**src/rtl/fwd_scoreboard.sv**
```systemverilog
// Forwarding / load-use hazard unit: a DEPTH-deep shift register of in-flight
// destination writes, youngest-producer selection per read port, and a stall counter.

module fwd_port #(
  parameter int XLEN  = 32,
  parameter int AW    = 5,
  parameter int DEPTH = 3
) (
  input  logic [DEPTH-1:0]           vld,
  input  logic [DEPTH-1:0][AW-1:0]   rd,
  input  logic [DEPTH-1:0]           rdy,
  input  logic [DEPTH-1:0][XLEN-1:0] data,
  input  logic [AW-1:0]              addr,
  input  logic                       used,
  output logic                       flag,
  output logic [XLEN-1:0]            fdata,
  output logic                       hazard
);
  logic hit;

  // First match from entry 0 upward is the youngest producer; once found,
  // older entries are ignored even if they hold ready data.
  always_comb begin
    hit    = 1'b0;
    flag   = 1'b0;
    fdata  = '0;
    hazard = 1'b0;
    for (int i = 0; i < DEPTH; i++) begin
      if (!hit && used && vld[i] && rd[i] == addr) begin
        hit = 1'b1;
        if (rdy[i]) begin
          flag  = 1'b1;
          fdata = data[i];
        end else begin
          hazard = 1'b1;
        end
      end
    end
  end
endmodule

module fwd_scoreboard #(
  parameter int XLEN       = 32,
  parameter int AW         = 5,
  parameter int DEPTH      = 3,
  parameter int NRD        = 2,
  parameter int LOAD_STAGE = 0,
  parameter int CNTW       = 16
) (
  input  logic                clk,
  input  logic                rst,
  input  logic                hold,
  input  logic                ex_valid,
  input  logic                ex_regwrite,
  input  logic [AW-1:0]       ex_rd,
  input  logic                ex_rdy,
  input  logic [XLEN-1:0]     ex_result,
  input  logic                fill_valid,
  input  logic [XLEN-1:0]     fill_data,
  input  logic [NRD*AW-1:0]   rs_addr,
  input  logic [NRD-1:0]      rs_used,
  output logic [NRD-1:0]      fwd_flag,
  output logic [NRD*XLEN-1:0] fwd_data,
  output logic                stall,
  output logic [CNTW-1:0]     stall_cnt
);
  logic [DEPTH-1:0]           vld_pipe;
  logic [DEPTH-1:0][AW-1:0]   rd_q;
  logic [DEPTH-1:0]           rdy_q;
  logic [DEPTH-1:0][XLEN-1:0] data_q;
  logic [NRD-1:0]             hazard;
  logic                       fill_hit;
  logic                       wr_qual;

  generate
    for (genvar k = 0; k < NRD; k++) begin : g_port
      logic [XLEN-1:0] pdata;
      fwd_port #(.XLEN(XLEN), .AW(AW), .DEPTH(DEPTH)) u_port (
        .vld   (vld_pipe),
        .rd    (rd_q),
        .rdy   (rdy_q),
        .data  (data_q),
        .addr  (rs_addr[k*AW +: AW]),
        .used  (rs_used[k]),
        .flag  (fwd_flag[k]),
        .fdata (pdata),
        .hazard(hazard[k])
      );
      assign fwd_data[k*XLEN +: XLEN] = pdata;
    end
  endgenerate

  assign stall    = (|hazard) && !hold;
  assign fill_hit = fill_valid && vld_pipe[LOAD_STAGE] && !rdy_q[LOAD_STAGE];
  assign wr_qual  = ex_valid && ex_regwrite && (ex_rd != '0) && !stall;

  always_ff @(posedge clk) begin
    if (rst) begin
      vld_pipe  <= '0;
      rd_q      <= '0;
      rdy_q     <= '0;
      data_q    <= '0;
      stall_cnt <= '0;
    end else begin
      if (stall && stall_cnt != {CNTW{1'b1}})
        stall_cnt <= stall_cnt + 1'b1;
      if (!hold) begin
        vld_pipe[0] <= wr_qual;
        rd_q[0]     <= ex_rd;
        rdy_q[0]    <= ex_rdy;
        data_q[0]   <= ex_result;
        for (int i = 1; i < DEPTH; i++) begin
          vld_pipe[i] <= vld_pipe[i-1];
          rd_q[i]     <= rd_q[i-1];
          rdy_q[i]    <= rdy_q[i-1];
          data_q[i]   <= data_q[i-1];
        end
        // Filled entry is moving on this cycle, so the completion follows it.
        if (fill_hit) begin
          rdy_q[LOAD_STAGE+1]  <= 1'b1;
          data_q[LOAD_STAGE+1] <= fill_data;
        end
      end else if (fill_hit) begin
        rdy_q[LOAD_STAGE]  <= 1'b1;
        data_q[LOAD_STAGE] <= fill_data;
      end
    end
  end
endmodule
```
**config.mk**
```make
export PLATFORM = sky130hd
export DESIGN_NAME = fwd_scoreboard
export DESIGN_NICKNAME = d
export VERILOG_FILES = /design/src/rtl/fwd_scoreboard.sv
export SDC_FILE = /design/constraint.sdc
export NUM_CORES = 1
export LEC_CHECK = 0
export BUFFER_PORTS_ARGS = -buffer_cell sky130_fd_sc_hd__buf_2
export CAP_MARGIN = 20
export CORE_MARGIN = 2
export CORE_UTILIZATION = 53
export CTS_CLUSTER_DIAMETER = 120
export DETAILED_ROUTE_END_ITERATION = 16
export PLACE_DENSITY = 0.87
export SYNTH_ARGS = -nofsm -noshare
export SYNTH_HDL_FRONTEND = slang
export SYNTH_SLANG_ARGS = --single-unit
```
**constraint.sdc**
```tcl
create_clock -name clk -period 3.4 [get_ports clk]
set_input_delay 0.68 -clock clk [delete_from_list [all_inputs] [get_ports clk]]
set_output_delay 0.68 -clock clk [all_outputs]
set_load 0.005 [all_outputs]
```
# After elaboration in Yosys (flattened, before gate mapping)
# Cells that the tools add are included.
[totals] register_bits=133 inputBits=88 output_inout_bits=83
[classes] eq_ne=7 n_reduce_logical=32 n_addsub=1 n_mux=41
[ops] op="2-to-1 mux 32 bit" count=13
[ops] op="== test 5 bit" count=6
[ops] op="2-to-1 mux 1 bit" count=28
[ops] op="logical AND 1 bit" count=23
[ops] op="adder 16 x 1 -> 16 bit, second input constant" count=1
[ops] op="inequality test 16 bit, second input constant" count=1
[ops] op="logical NOT 1 bit" count=7
[ops] op="nonzero test 5 bit" count=1
[ops] op="OR reduction 2 bit" count=1

# Depth between registers and ports, before layout
# Gate-level depths: netlist (run 1).
[depth] ltp_word=17 ltp_mapped=9

# Modules after synthesis
# Synthesis (run 1) repeated with hierarchy kept, for this count alone.
[unflattened] hier_cells=748 area_unflattened_um2=7079.3
[by_module_without_submodules] mod="fwd_scoreboard" cells_each=530 seq_area_each_um2=2662.6 area_per_inst_um2=5202.5 n_inst=1
[by_module_without_submodules] mod="fwd_port" cells_each=109 seq_area_each_um2=0.0 area_per_inst_um2=938.4 n_inst=2

# Worst setup path before layout (run 1)
# Ideal clock, no wire load.
[synth_timing] kind="in2out" from="input port rs_addr[4]" to="output port fwd_data[10]" required_time_ps=2720 arrival_ps=2338 path_buffers=2 path_stages=9 path_slack_ps=382 path_cell_list="xor2_1 -> nor4_2 -> nand4_2 -> and2_1 -> and3_1 -> clkbuf_1 -> clkbuf_1 -> a222oi_1 -> inv_1"
[synth_between] elab_chain_len=13 word_cells_on_any_way=19 classes_between="3 x eq/ne; 7 x mux; 9 x reduce/logical"
[synth_lines] element="start: declaration" line="60" rtl="input logic [NRD*AW-1:0] rs_addr,"
[synth_lines] element="== test 5 bit" line="29" rtl="if (!hit && used && vld[i] && rd[i] == addr) begin"
[synth_lines] element="logical AND 1 bit" line="29"
[synth_lines] element="2-to-1 mux 1 bit" line="29"
[synth_lines] element="logical NOT 1 bit" line="29"
[synth_lines] element="logical AND 1 bit (3 in series)" line="29"
[synth_lines] element="2-to-1 mux 1 bit" line="29"
[synth_lines] element="logical NOT 1 bit" line="29"
[synth_lines] element="logical AND 1 bit (3 in series)" line="29"
[synth_lines] element="2-to-1 mux 32 bit (*)" line="29"
[synth_lines] element="end: declaration" line="63" rtl="output logic [NRD*XLEN-1:0] fwd_data,"
# Every way passes the cells marked *; elsewhere a longest branch is shown, timed or not.

# Worst setup path in the final report (run 1)
[layout_timing] from="register rd_q[2] (netlist name)" to="output port fwd_data[35]"
[layout_between] elab_chain_len=13 word_cells_on_any_way=17 classes_between="1 x eq/ne; 7 x mux; 9 x reduce/logical"
[layout_lines] element="start: declaration" line="68" rtl="logic [DEPTH-1:0][AW-1:0] rd_q;"
[layout_lines] element="start signal: indexed assignment" line="114" rtl="rd_q[i] <= rd_q[i-1];"
[layout_lines] element="== test 5 bit (*)" line="29"
[layout_lines] element="logical AND 1 bit (*)" line="29"
[layout_lines] element="2-to-1 mux 1 bit" line="29"
[layout_lines] element="logical NOT 1 bit" line="29"
[layout_lines] element="logical AND 1 bit (3 in series)" line="29"
[layout_lines] element="2-to-1 mux 1 bit" line="29"
[layout_lines] element="logical NOT 1 bit" line="29"
[layout_lines] element="logical AND 1 bit (3 in series)" line="29"
[layout_lines] element="2-to-1 mux 32 bit (*)" line="29"
# Marks and branches as above.

==> summary.md, run 1 <==
| Metric | Value |
|---|---|
| Total die area | `13500 um^2` |
| Post-Syn Nets | `between 800 and 900` |
| Max-slew violations | `0` |
| FF-to-FF path depth | `8` |
| Drt total wl | `~18 mm` |
| Max clock buf depth | `2` |
| CTS Buf Count | `17` |
| # Max-Cap Violations | `0` |
| P&R area growth vs syn | `24.1%` |
| Final layout net count | `about 1000` |
| Final setup vio count | `0` |
| Grt ovf | `0` |
| Hpwl dp | `11.7 mm` |
| Sequential area share after synthesis | `roughly two fifths` |
| Hold depth | `2` |
| Pint | `approximately 3 mW` |
| Status | `complete, no violations` |
| Largest net degree at the start of global routing | `between 80 and 90` |
| GPL Wtd Cong | `around 0.86` |
| Static Leak | `~4.3 nW` |
| HP Class | `flop to flop` |
| Yosys top cell by area | `dfxtp_1` |
| TritonCTS clock tree | `built` |
| Wire length per cell | `about 16 um` |
| Psw | `approximately 0.9 mW` |
| Setup WS post-layout | `roughly 82 ps` |
| First-pass GRT wire length | `around 28 mm` |
| Yosys warnings | `0` |
| Final period demand of the worst path | `3320 ps` |
| Pre-antenna DRT Iters | `9` |
| Tightest Pin Transition | `849 ps` |
| Hold Vio Cnt, Final | `0` |
| Die X | `about 120 um` |
| Crit path DAT | `2640 ps` |
| Syn Inst Count | `774` |
| CTS sink count | `roughly 130` |
| IO Port Bufs | `170` |
| Yosys reg bits | `133` |
| Crit. End Element | `primary output` |
| Setup Buffers After CTS | `0` |
| Cell Area, Synth | `6680 um^2` |
| Post-synth EDFFs | `0` |
| Vias in the first global route | `slightly below 6000` |
| DRC | `0` |
| Fraction of registers with async set/reset | `0%` |
| Clock Latency Late Sink | `420 ps` |
| Syn Area/Cell | `8.63 um^2` |
| Share of cells above drive strength 1 | `a little over a quarter` |
| Fmax | `~300 MHz` |
| FILL cells | `between 1000 and 1500` |
| CP Class | `flop to primary output` |
| Req. time, crit path | `2720 ps` |
| Dpl ws | `18.9 ps` |
| Initial DRC Count | `around 760` |
| Register share of total power | `a little over two fifths` |
| Clk pwr share | `approximately half` |
| Vias per std cell | `about 5.9` |
| Aggregate global-route resource usage | `25.9%` |
| Post-synth top flop | `dfxtp_1` |
| Leading cell type in the layout, fill and taps excluded | `buf_2` |
| Initial antenna violation count | `3` |
| Power density cells | `464 nW/um^2` |
| Remaining antenna violation count | `0` |
| Clock-pin slew on the worst setup and hold paths | `roughly 60 ps` |
| Yosys top cell area share | `approximately two fifths` |
| Area of the core | `~12000 um^2` |
| Power share of the combinational group | `just under 8%` |
| Clock Skew | `approximately 7.2 ps` |
| Synth top area cells | `dfxtp_1 (40%), mux2i_1 (12%), a222oi_1 (9.6%), nor2_1 (9.0%), inv_1 (3.8%)` |
| Most frequent cells in the layout | `buf_2 (168), nor2_1 (158), dfxtp_1 (131)` |
| Row count | `41` |
| Initial Util | `53.6%` |
| Fin crit share | `around 98%` |
| IO Count | `171` |
| Worst VDD drop | `~0.28 mV` |
| Die height | `~120 um` |
| Peak fanout along the critical path | `19` |
| Worst hold slack | `around 490 ps` |
| Clock root buffer | `clkbuf_16` |
| Relative slew slack | `43.4%` |
| Post-synth cell types | `45` |
| H-tree depth | `4` |
| CP startpoint kind | `flop` |
| Switch share | `about a quarter` |
| Via count | `between 6000 and 7000` |
power by group through the flow:
stage	registers, mW	clock network, mW	logic, mW
after floorplan	1.70	0	0.199
after global placement	1.71	0	0.283
after CTS	1.68	1.89	0.295
after detailed placement	1.71	0	0.290
final	1.68	1.86	0.298
after global routing	1.69	1.97	0.329
cells in the mapped netlist (all sizes together) (3+ instances only):
| cell | number |
|---|---|
| nor2 | 160 |
| dfxtp | 133 |
| mux2i | 82 |
| inv | 69 |
| a222oi | 64 |
| clkbuf | 51 |
| a21oi | 47 |
| a211oi | 34 |
| buf | 17 |
| xor2 | 16 |
| xnor2 | 14 |
| and3 | 10 |
| nand2 | 9 |
| or4 | 9 |
| nand3 | 8 |
| o31ai | 8 |
| nor4 | 5 |
| mux2 | 4 |
| nand4 | 4 |
| nor2b | 4 |
| or3 | 4 |
| nor3 | 3 |
registers in the layout, indices dropped and copies added (netlist names):
name and flops:
data_q 96, stall_cnt 16, rdy_q 3, vld_pipe 3, rd_q 15
layer usage:
layer | track usage, % | part of all wire (%)
met2 | 43.1 | 48
met5 | 0 | 0.074
met1 | 32.1 | 43
met4 | 10.1 | 1.2
met3 | 7.21 | 7.9
cells by family after synthesis:
logic type	synth area share, %
buffers and inverters	8.13
flip-flops	39.9
multiplexers	13.2
AND/OR/NAND/NOR	15.2
AO/OA/AOI/OAI	19.5
adder cells (fa/ha/maj)	0.187
XOR/XNOR	3.93
area by class of cell:
| type | count | area (um^2) | share of cell area (%) |
|---|---|---|---|
| Clock buffer | 20 | 457 | 5.51 |
| Multi-Input combinational cell | 504 | 3510 | 42.4 |
| Timing Repair Buffer | 190 | 1030 | 12.4 |
| Tap cell | 172 | 215 | 2.60 |
| Clock inverter | 12 | 153 | 1.84 |
| Antenna cell | 2 | 5.00 | 0.0604 |
| Sequential cell | 133 | 2670 | 32.1 |
| Inverter | 69 | 259 | 3.12 |
worst max-delay path, cell delays in order (launching register included):
cell,delay [ps]
dfxtp_1,450
xor2_1,130
nor4_2,340
a31oi_1,200
and3_1,240
buf_4,210
a222oi_1,440
inv_1,60
buf_2,130
metrics by stage:
step                instances  TNS (ps)  util, %  total power [mW]  cell area, um^2
floorplan                 774         0        -              1.89             6680
global placement         1068         0     61.4              1.99             7650
detailed placement       1068         0     61.4              2.00             7650
CTS                      1100         0     66.3              3.87             8270
global route             1101      -329     66.5              3.98             8290
finish                   1102         0     66.5              3.84             8290
what timing repair did:
item	CTS	global route
pin swaps	0	3
hold buffers	0	0
endpoints found under the setup margin	1	27
resized for setup	1	5
worst paths after layout:
| path | end | startpoint | slack (ps) |
|---|---|---|---|
| max | fwd_data[35] | rd_q[2] | 80 |
| min | stall_cnt[6] | stall_cnt[6] | 490 |
| max reg2reg | stall_cnt[15] | rd_q[2] | 760 |
| min reg2reg | stall_cnt[6] | stall_cnt[6] | 490 |
Note: power is estimated with default switching activity, not from simulation.
==> run 2, diff against run 1 <==
--- a/config.mk
+++ b/config.mk
@@ -7,11 +7,14 @@
 export LEC_CHECK = 0
 export BUFFER_PORTS_ARGS = -buffer_cell sky130_fd_sc_hd__buf_2
 export CAP_MARGIN = 20
+export CELL_PAD_IN_SITES_DETAIL_PLACEMENT = 0
+export CELL_PAD_IN_SITES_GLOBAL_PLACEMENT = 2
 export CORE_MARGIN = 2
-export CORE_UTILIZATION = 53
+export CORE_UTILIZATION = 31
 export CTS_CLUSTER_DIAMETER = 120
 export DETAILED_ROUTE_END_ITERATION = 16
 export PLACE_DENSITY = 0.87
+export SKIP_LAST_GASP = 1
 export SYNTH_ARGS = -nofsm -noshare
 export SYNTH_HDL_FRONTEND = slang
 export SYNTH_SLANG_ARGS = --single-unit
==> run 2 against run 1 <==
  * Global-route usage down 8.8 points
  * Sequential share of layout area down 0.92 points
  * Non-clock buffer count is 2 lower
  * Die area rose by 68%
  * Critical path type is now primary input to primary output
  * Critical endpoint is now fwd_data[0]
  * Highest routed layer unchanged
==> summary.md, run 2 (synthesis results as in run 1) <==
| Metric | Value |
|---|---|
| Die X | `151 um` |
| Crit path DAT | `approximately 2700 ps` |
| CP top delay family | `simple AND/OR/NAND/NOR gates` |
| Clock Latency Late Sink | `a little over 400 ps` |
| CP startpoint kind | `primary input` |
| Drt total wl | `19.9 mm` |
| Switch share | `between 20 and 25%` |
| Pint | `2.99 mW` |
| DRC | `0` |
| P&R area growth vs syn | `27.8%` |
| Wire length per cell | `between 15 and 20 um` |
| Most frequent cells in the layout | `buf_2 (168), nor2_1 (158), dfxtp_1 (131)` |
| TritonCTS clock tree | `built` |
| GPL Wtd Cong | `between 0.8 and 0.9` |
| HP Class | `flop to flop` |
| Unrepaired setup endpoints after global routing | `no` |
| CTS sink count | `about 130` |
| Biggest regs | `data_q (96), stall_cnt (16), rd_q (15)` |
| CP Class | `primary input to primary output` |
| Pre-antenna DRT Iters | `10` |
| Register share of total power | `between 40% and 50%` |
| Vias per std cell | `between 5 and 6` |
| Initial DRC Count | `525` |
| Vias in the first global route | `5801` |
| Fin crit share | `between 90% and 100%` |
| Initial Util | `roughly a third` |
| First-pass GRT wire length | `30.8 mm` |
| Slowest stage cell, crit path | `a222oi_1` |
| CP Cell Sequence | `buf_2, xor2_1, nor4_2, nand4_2, and2_4, and3_4, buf_12, a222oi_1, inv_1, buf_2` |
| Aggregate global-route resource usage | `roughly 17%` |
| Multi-input gate area | `3530 um^2` |
| H-tree depth | `4` |
| CP peak stage delay | `around 480 ps` |
| Row count | `53` |
| FILL cells | `approximately 2200` |
| Tightest Pin Transition | `~810 ps` |
| Max clock buf depth | `2` |
| Peak fanout along the critical path | `17` |
| Die height | `151 um` |
| IO Port Bufs | `170` |
| Leading cell type in the layout, fill and taps excluded | `buf_2` |
| Share of cells above drive strength 1 | `26.2%` |
| Fmax | `~300 MHz` |
| Cts hold-fix bufs | `0` |
| Status | `complete, no violations` |
| Crit-path most repeated cell | `buf_2` |
| Total die area | `~23000 um^2` |
| Register area | `2670 um^2` |
| Worst hold slack | `between 500 and 600 ps` |
| CTS Buf Count | `17` |
| Worst Path Buf+Inv | `4` |
| Max reg flops | `96` |
| Reg with most FFs | `data_q` |
| Clk pwr share | `49.0%` |
| Grt ovf | `0` |
| Hold Vio Cnt, Final | `0` |
| Power share of the combinational group | `about 7.8%` |
| Worst VDD drop | `~0.30 mV` |
| Static Leak | `around 4.3 nW` |
| Clock-pin slew on the worst setup and hold paths | `roughly 60 ps` |
| Final setup vio count | `0` |
| Largest net degree at the start of global routing | `between 150 and 200` |
| Area of the core | `around 21000 um^2` |
| Req. time, crit path | `between 2000 and 3000 ps` |
| Clock Skew | `7.41 ps` |
| IO Count | `171` |
| Final layout net count | `between 1000 and 1500` |
| Max-slew violations | `0` |
| # Max-Cap Violations | `0` |
| Hpwl dp | `around 13 mm` |
| Remaining antenna violation count | `0` |
| Via count | `6261` |
| Power density cells | `between 400 and 500 nW/um^2` |
| Total power | `3.88 mW` |
| Psw | `around 0.90 mW` |
| Relative slew slack | `46.2%` |
| Final period demand of the worst path | `around 3300 ps` |
| Initial antenna violation count | `4` |
| Crit. End Element | `primary output` |
| Clock root buffer | `clkbuf_16` |
| Setup Buffers After CTS | `0` |
## run 2: area by class of cell
| class | count | area share, % |
|---|---|---|
| clock buffer | 24 | 5.76 |
| inverter | 69 | 3.03 |
| sequential | 133 | 31.2 |
| antenna | 3 | 0.0879 |
| multi-input combinational | 504 | 41.4 |
| clock inverter | 8 | 1.42 |
| timing repair buffer | 188 | 13.1 |
| tap | 275 | 4.03 |
## run 2: layer usage
layer  track usage, %  up-vias  part of all wire, %
met5                0        -                0.065
met4             5.84        2                  1.5
met3             4.16       22                  7.2
met2             26.7      211                   44
met1             23.3     2941                   47
li1                 -     3085                    -
## run 2: worst register-to-register path, cell delays in order, from the launching register on
cell and delay, ps:
dfxtp_1 350, xor2_1 190, nor4_2 290, nand4_2 140, buf_4 190, a32o_1 280, a221oi_4 320, buf_4 330
nor4b_2 110, mux2_4 300
## run 2: worst paths after layout
| kind | slack [ps] | depth (start not counted) | startpoint | endpoint |
|---|---|---|---|---|
| min reg2reg | 500 | 2 | stall_cnt[13] | stall_cnt[13] |
| min | 500 | 2 | stall_cnt[13] | stall_cnt[13] |
| max | 50 | 10 | rs_addr[0] | fwd_data[0] |
| max reg2reg | 780 | 9 | rd_q[1] | stall_cnt[15] |
## run 2: power groups by stage
stage | logic, mW | registers, mW | clock network (mW)
3_3_place_gp | 0.297 | 1.71 | 0
5_1_grt | 0.336 | 1.69 | 2.03
6_report | 0.301 | 1.68 | 1.90
3_5_place_dp | 0.298 | 1.71 | 0
4_1_cts | 0.301 | 1.68 | 1.95
2_1_floorplan | 0.199 | 1.70 | 0
## run 2: timing repair
| action | in CTS | in global routing |
|---|---|---|
| cloned | 0 | 1 |
| pin swaps | 3 | 9 |
| gates resized for setup | 2 | 8 |
| setup endpoints to repair | 5 | 21 |
## run 2: metrics by stage
stage                     setup TNS (ps)  area (um^2)  util, %  instances  setup slack (ps)
after CTS                              0         8480     40.2       1200              28.2
after global placement              -137         7850     37.2       1168             -75.5
final                                  0         8540     40.5       1204              54.7
after floorplan                        0         6680        -        774               382
after detailed placement            -165         7850     37.2       1168             -75.5
after global routing                   0         8530     40.4       1201              12.3
==> run 3, diff against run 2 <==
--- a/config.mk
+++ b/config.mk
@@ -5,15 +5,16 @@
 export SDC_FILE = /design/constraint.sdc
 export NUM_CORES = 1
 export LEC_CHECK = 0
+export ABC_AREA = 1
 export BUFFER_PORTS_ARGS = -buffer_cell sky130_fd_sc_hd__buf_2
 export CAP_MARGIN = 20
 export CELL_PAD_IN_SITES_DETAIL_PLACEMENT = 0
 export CELL_PAD_IN_SITES_GLOBAL_PLACEMENT = 2
 export CORE_MARGIN = 2
-export CORE_UTILIZATION = 31
+export CORE_UTILIZATION = 29
 export CTS_CLUSTER_DIAMETER = 120
 export DETAILED_ROUTE_END_ITERATION = 16
-export PLACE_DENSITY = 0.87
+export PLACE_DENSITY = 0.86
 export SKIP_LAST_GASP = 1
 export SYNTH_ARGS = -nofsm -noshare
 export SYNTH_HDL_FRONTEND = slang
==> run 3 against run 2 <==
  * Wire length increased by 33%
  * Area after synthesis grew 11%
  * Highest routed layer is now met4
  * Core utilization shrank 3.7 points
  * Largest power group unchanged
==> summary.md, run 3 <==
| Metric | Value |
|---|---|
| Top-count cell post-synth | `nand2_1` |
| Largest family of logic cells by synthesized area | `compound AO/OA/AOI/OAI gates` |
| Vias in the first global route | `7343` |
| Post-synth top flop | `dfxtp_1` |
| Reg-to-Reg Start | `stall_cnt[0]` |
| Drt total wl | `26.4 mm` |
| Post-Syn Nets | `roughly 1200` |
| Leading cell type in the layout, fill and taps excluded | `buf_2` |
| Post-synth cell types | `35` |
| H-tree depth | `4` |
| Post-Synth XOR/XNOR Area | `under 10%` |
| Via count | `between 7000 and 8000` |
| Row count | `58` |
| Clock root buffer | `clkbuf_16` |
| Register area | `around 2700 um^2` |
| Die X | `between 150 and 200 um` |
| Hpwl dp | `between 15 and 20 mm` |
| Tightest Pin Transition | `approximately 630 ps` |
| Synth top cells by count | `nand2_1 (158), o21ai_0 (147), inv_1 (136)` |
| Fin crit share | `approximately 95%` |
| Placed Area | `8630 um^2` |
| Yosys warnings | `0` |
| Max reg flops | `96` |
| Aggregate global-route resource usage | `19.5%` |
| P&R area growth vs syn | `24.4%` |
| Syn Area/Cell | `slightly below 7 um^2` |
| Post-synthesis mux area share | `a little under 5%` |
| Peak fanout along the critical path | `6` |
| Final layout net count | `between 1000 and 1500` |
| Yosys top cell by area | `dfxtp_1` |
| Crit. End Element | `primary output` |
| Status | `complete, no violations` |
| Multi-input gate area | `roughly 4000 um^2` |
| Static Leak | `around 4.3 nW` |
| Remaining antenna violation count | `0` |
| Yosys reg bits | `133` |
| GPL Wtd Cong | `between 0.8 and 0.9` |
| Req. time, crit path | `between 2000 and 3000 ps` |
| IO Count | `171` |
| Syn Inst Count | `about 1100` |
| Total die area | `approximately 27000 um^2` |
| Fmax | `a little over 300 MHz` |
| CTS Buf Count | `17` |
| Initial DRC Count | `510` |
| Synth Area in Adders | `0.168%` |
| Reg with most FFs | `data_q` |
| Area of the core | `25200 um^2` |
| Biggest regs | `data_q (96), stall_cnt (16), rd_q (15)` |
| Yosys top cell area share | `between 30% and 40%` |
| Worst VDD drop | `about 0.24 mV` |
| Most frequent cells in the layout | `buf_2 (168), nand2_1 (158), o21ai_0 (147)` |
| CP Class | `flop to primary output` |
| Vias per std cell | `just under 5` |
| Hold Vio Cnt, Final | `0` |
| Clock Latency Late Sink | `between 400 and 500 ps` |
| DRC | `0` |
| Final period demand of the worst path | `3230 ps` |
| Placed Instances | `1540` |
| CTS sink count | `between 100 and 150` |
| Clock-pin slew on the worst setup and hold paths | `roughly 60 ps` |
| Cell Area, Synth | `between 7000 and 8000 um^2` |
| Power density cells | `433 nW/um^2` |
| Fin cells | `approximately 1600` |
| Crit path launch | `rd_q[8]` |
| Die height | `164 um` |
| Final setup vio count | `0` |
| Fin area | `slightly above 9000 um^2` |
| Compound-Gate Fraction of Synth Area | `~24%` |
| Pre-antenna DRT Iters | `5` |
| Min-Delay Startpoint | `data_q[94]` |
| Relative slew slack | `roughly three fifths` |
| Total power | `4.01 mW` |
| Grt ovf | `0` |
| Initial antenna violation count | `3` |
| TritonCTS clock tree | `built` |
| Post-synth EDFFs | `0` |
| CP startpoint kind | `flop` |
| Post-Synth Simple-Gate Area | `between 20% and 30%` |
| First-pass GRT wire length | `roughly 41 mm` |
| FILL cells | `about 2700` |
| Initial Util | `29.6%` |
| Clock Skew | `10.2 ps` |
| Max clock buf depth | `2` |
| Largest net degree at the start of global routing | `91` |
| Cts hold-fix bufs | `0` |
| # Max-Cap Violations | `0` |
| Share of cells above drive strength 1 | `approximately 25%` |
| Synth top area cells | `dfxtp_1 (36%), o21ai_0 (9.9%), nand2_1 (8.0%), inv_1 (6.9%), nor2_1 (6.5%)` |
| Sequential area share after synthesis | `between 30 and 40%` |
| FF-to-FF setup slack | `approximately 980 ps` |
| Wire length per cell | `roughly 17 um` |
| Crit path DAT | `between 2000 and 3000 ps` |
| IO Port Bufs | `170` |
| Fraction of registers with async set/reset | `0%` |
| Max-slew violations | `0` |
| HP Class | `flop to flop` |
==> run 3: layout make-up <==
type	instances	area share, %
diodes	2	0.0541
clock buffers	20	5.04
clock inverters	12	1.28
inverters	144	5.89
multi-input cells	738	42.5
flip-flops and latches	133	28.8
well taps	330	4.46
repair buffers	197	12.0
==> run 3: timing repair <==
| action | in CTS | in global routing |
|---|---|---|
| resized for setup | 0 | 5 |
| endpoints found under the hold margin | 0 | 0 |
| buffers inserted | 0 | 2 |
| setup endpoints to repair | 0 | 9 |
==> run 3: worst max-delay path, cell delays in order, from the launching register on <==
cell and delay, ps:
dfxtp_1 380, inv_1 100, nand2_1 60, nand2_1 50, nor2_1 80, nand2_1 50, nor2_1 250, nand3_2 230
nor2_4 220, clkinvlp_4 120, buf_4 170, o221ai_1 230, buf_2 180
==> run 3: path summary, 6_finish.rpt <==
path | endpoint | depth (start not counted)
setup reg to reg | stall_cnt[0] | 12
hold / removal | data_q[94] | 2
hold reg to reg | data_q[94] | 2
setup / recovery | fwd_data[38] | 12
==> run 3: logic make-up (layout without fill, tap and decap cells) <==
family,after synthesis,count (layout)
mux,32,32
fa+ha+maj,1,1
flops,133,133
xor+xnor,14,14
other cells,0,2
buf+inv,221,373
simple gates,375,375
compound gates,316,316
==> run 3: through the flow <==
| step | TNS (ps) | hold slack (ps) | worst slack [ps] | util, % |
|---|---|---|---|---|
| floorplan | 0 | 453 | 847 | - |
| global placement | 0 | 483 | 190 | 34.3 |
| detailed placement | 0 | 489 | 162 | 34.3 |
| CTS | 0 | 498 | 113 | 36.6 |
| global route | -28.5 | 507 | -28.5 | 36.7 |
| finish | 0 | 494 | 167 | 36.8 |
==> run 3: power by group <==
part	internal (mW)	leakage [nW]	switching, mW	total (mW)
Clock	1.08	0.280	0.762	1.84
Combinational	0.164	2.92	0.281	0.445
Sequential	1.66	1.10	0.0667	1.72
==> run 3: per-layer routing <==
metal	global-route usage (%)	part of all wire (%)	vias up
met5	0	0	-
met4	4.51	1.4	0
met3	4.97	6.2	25
met2	31.0	46	213
met1	26.4	47	3634
li1	-	-	3920
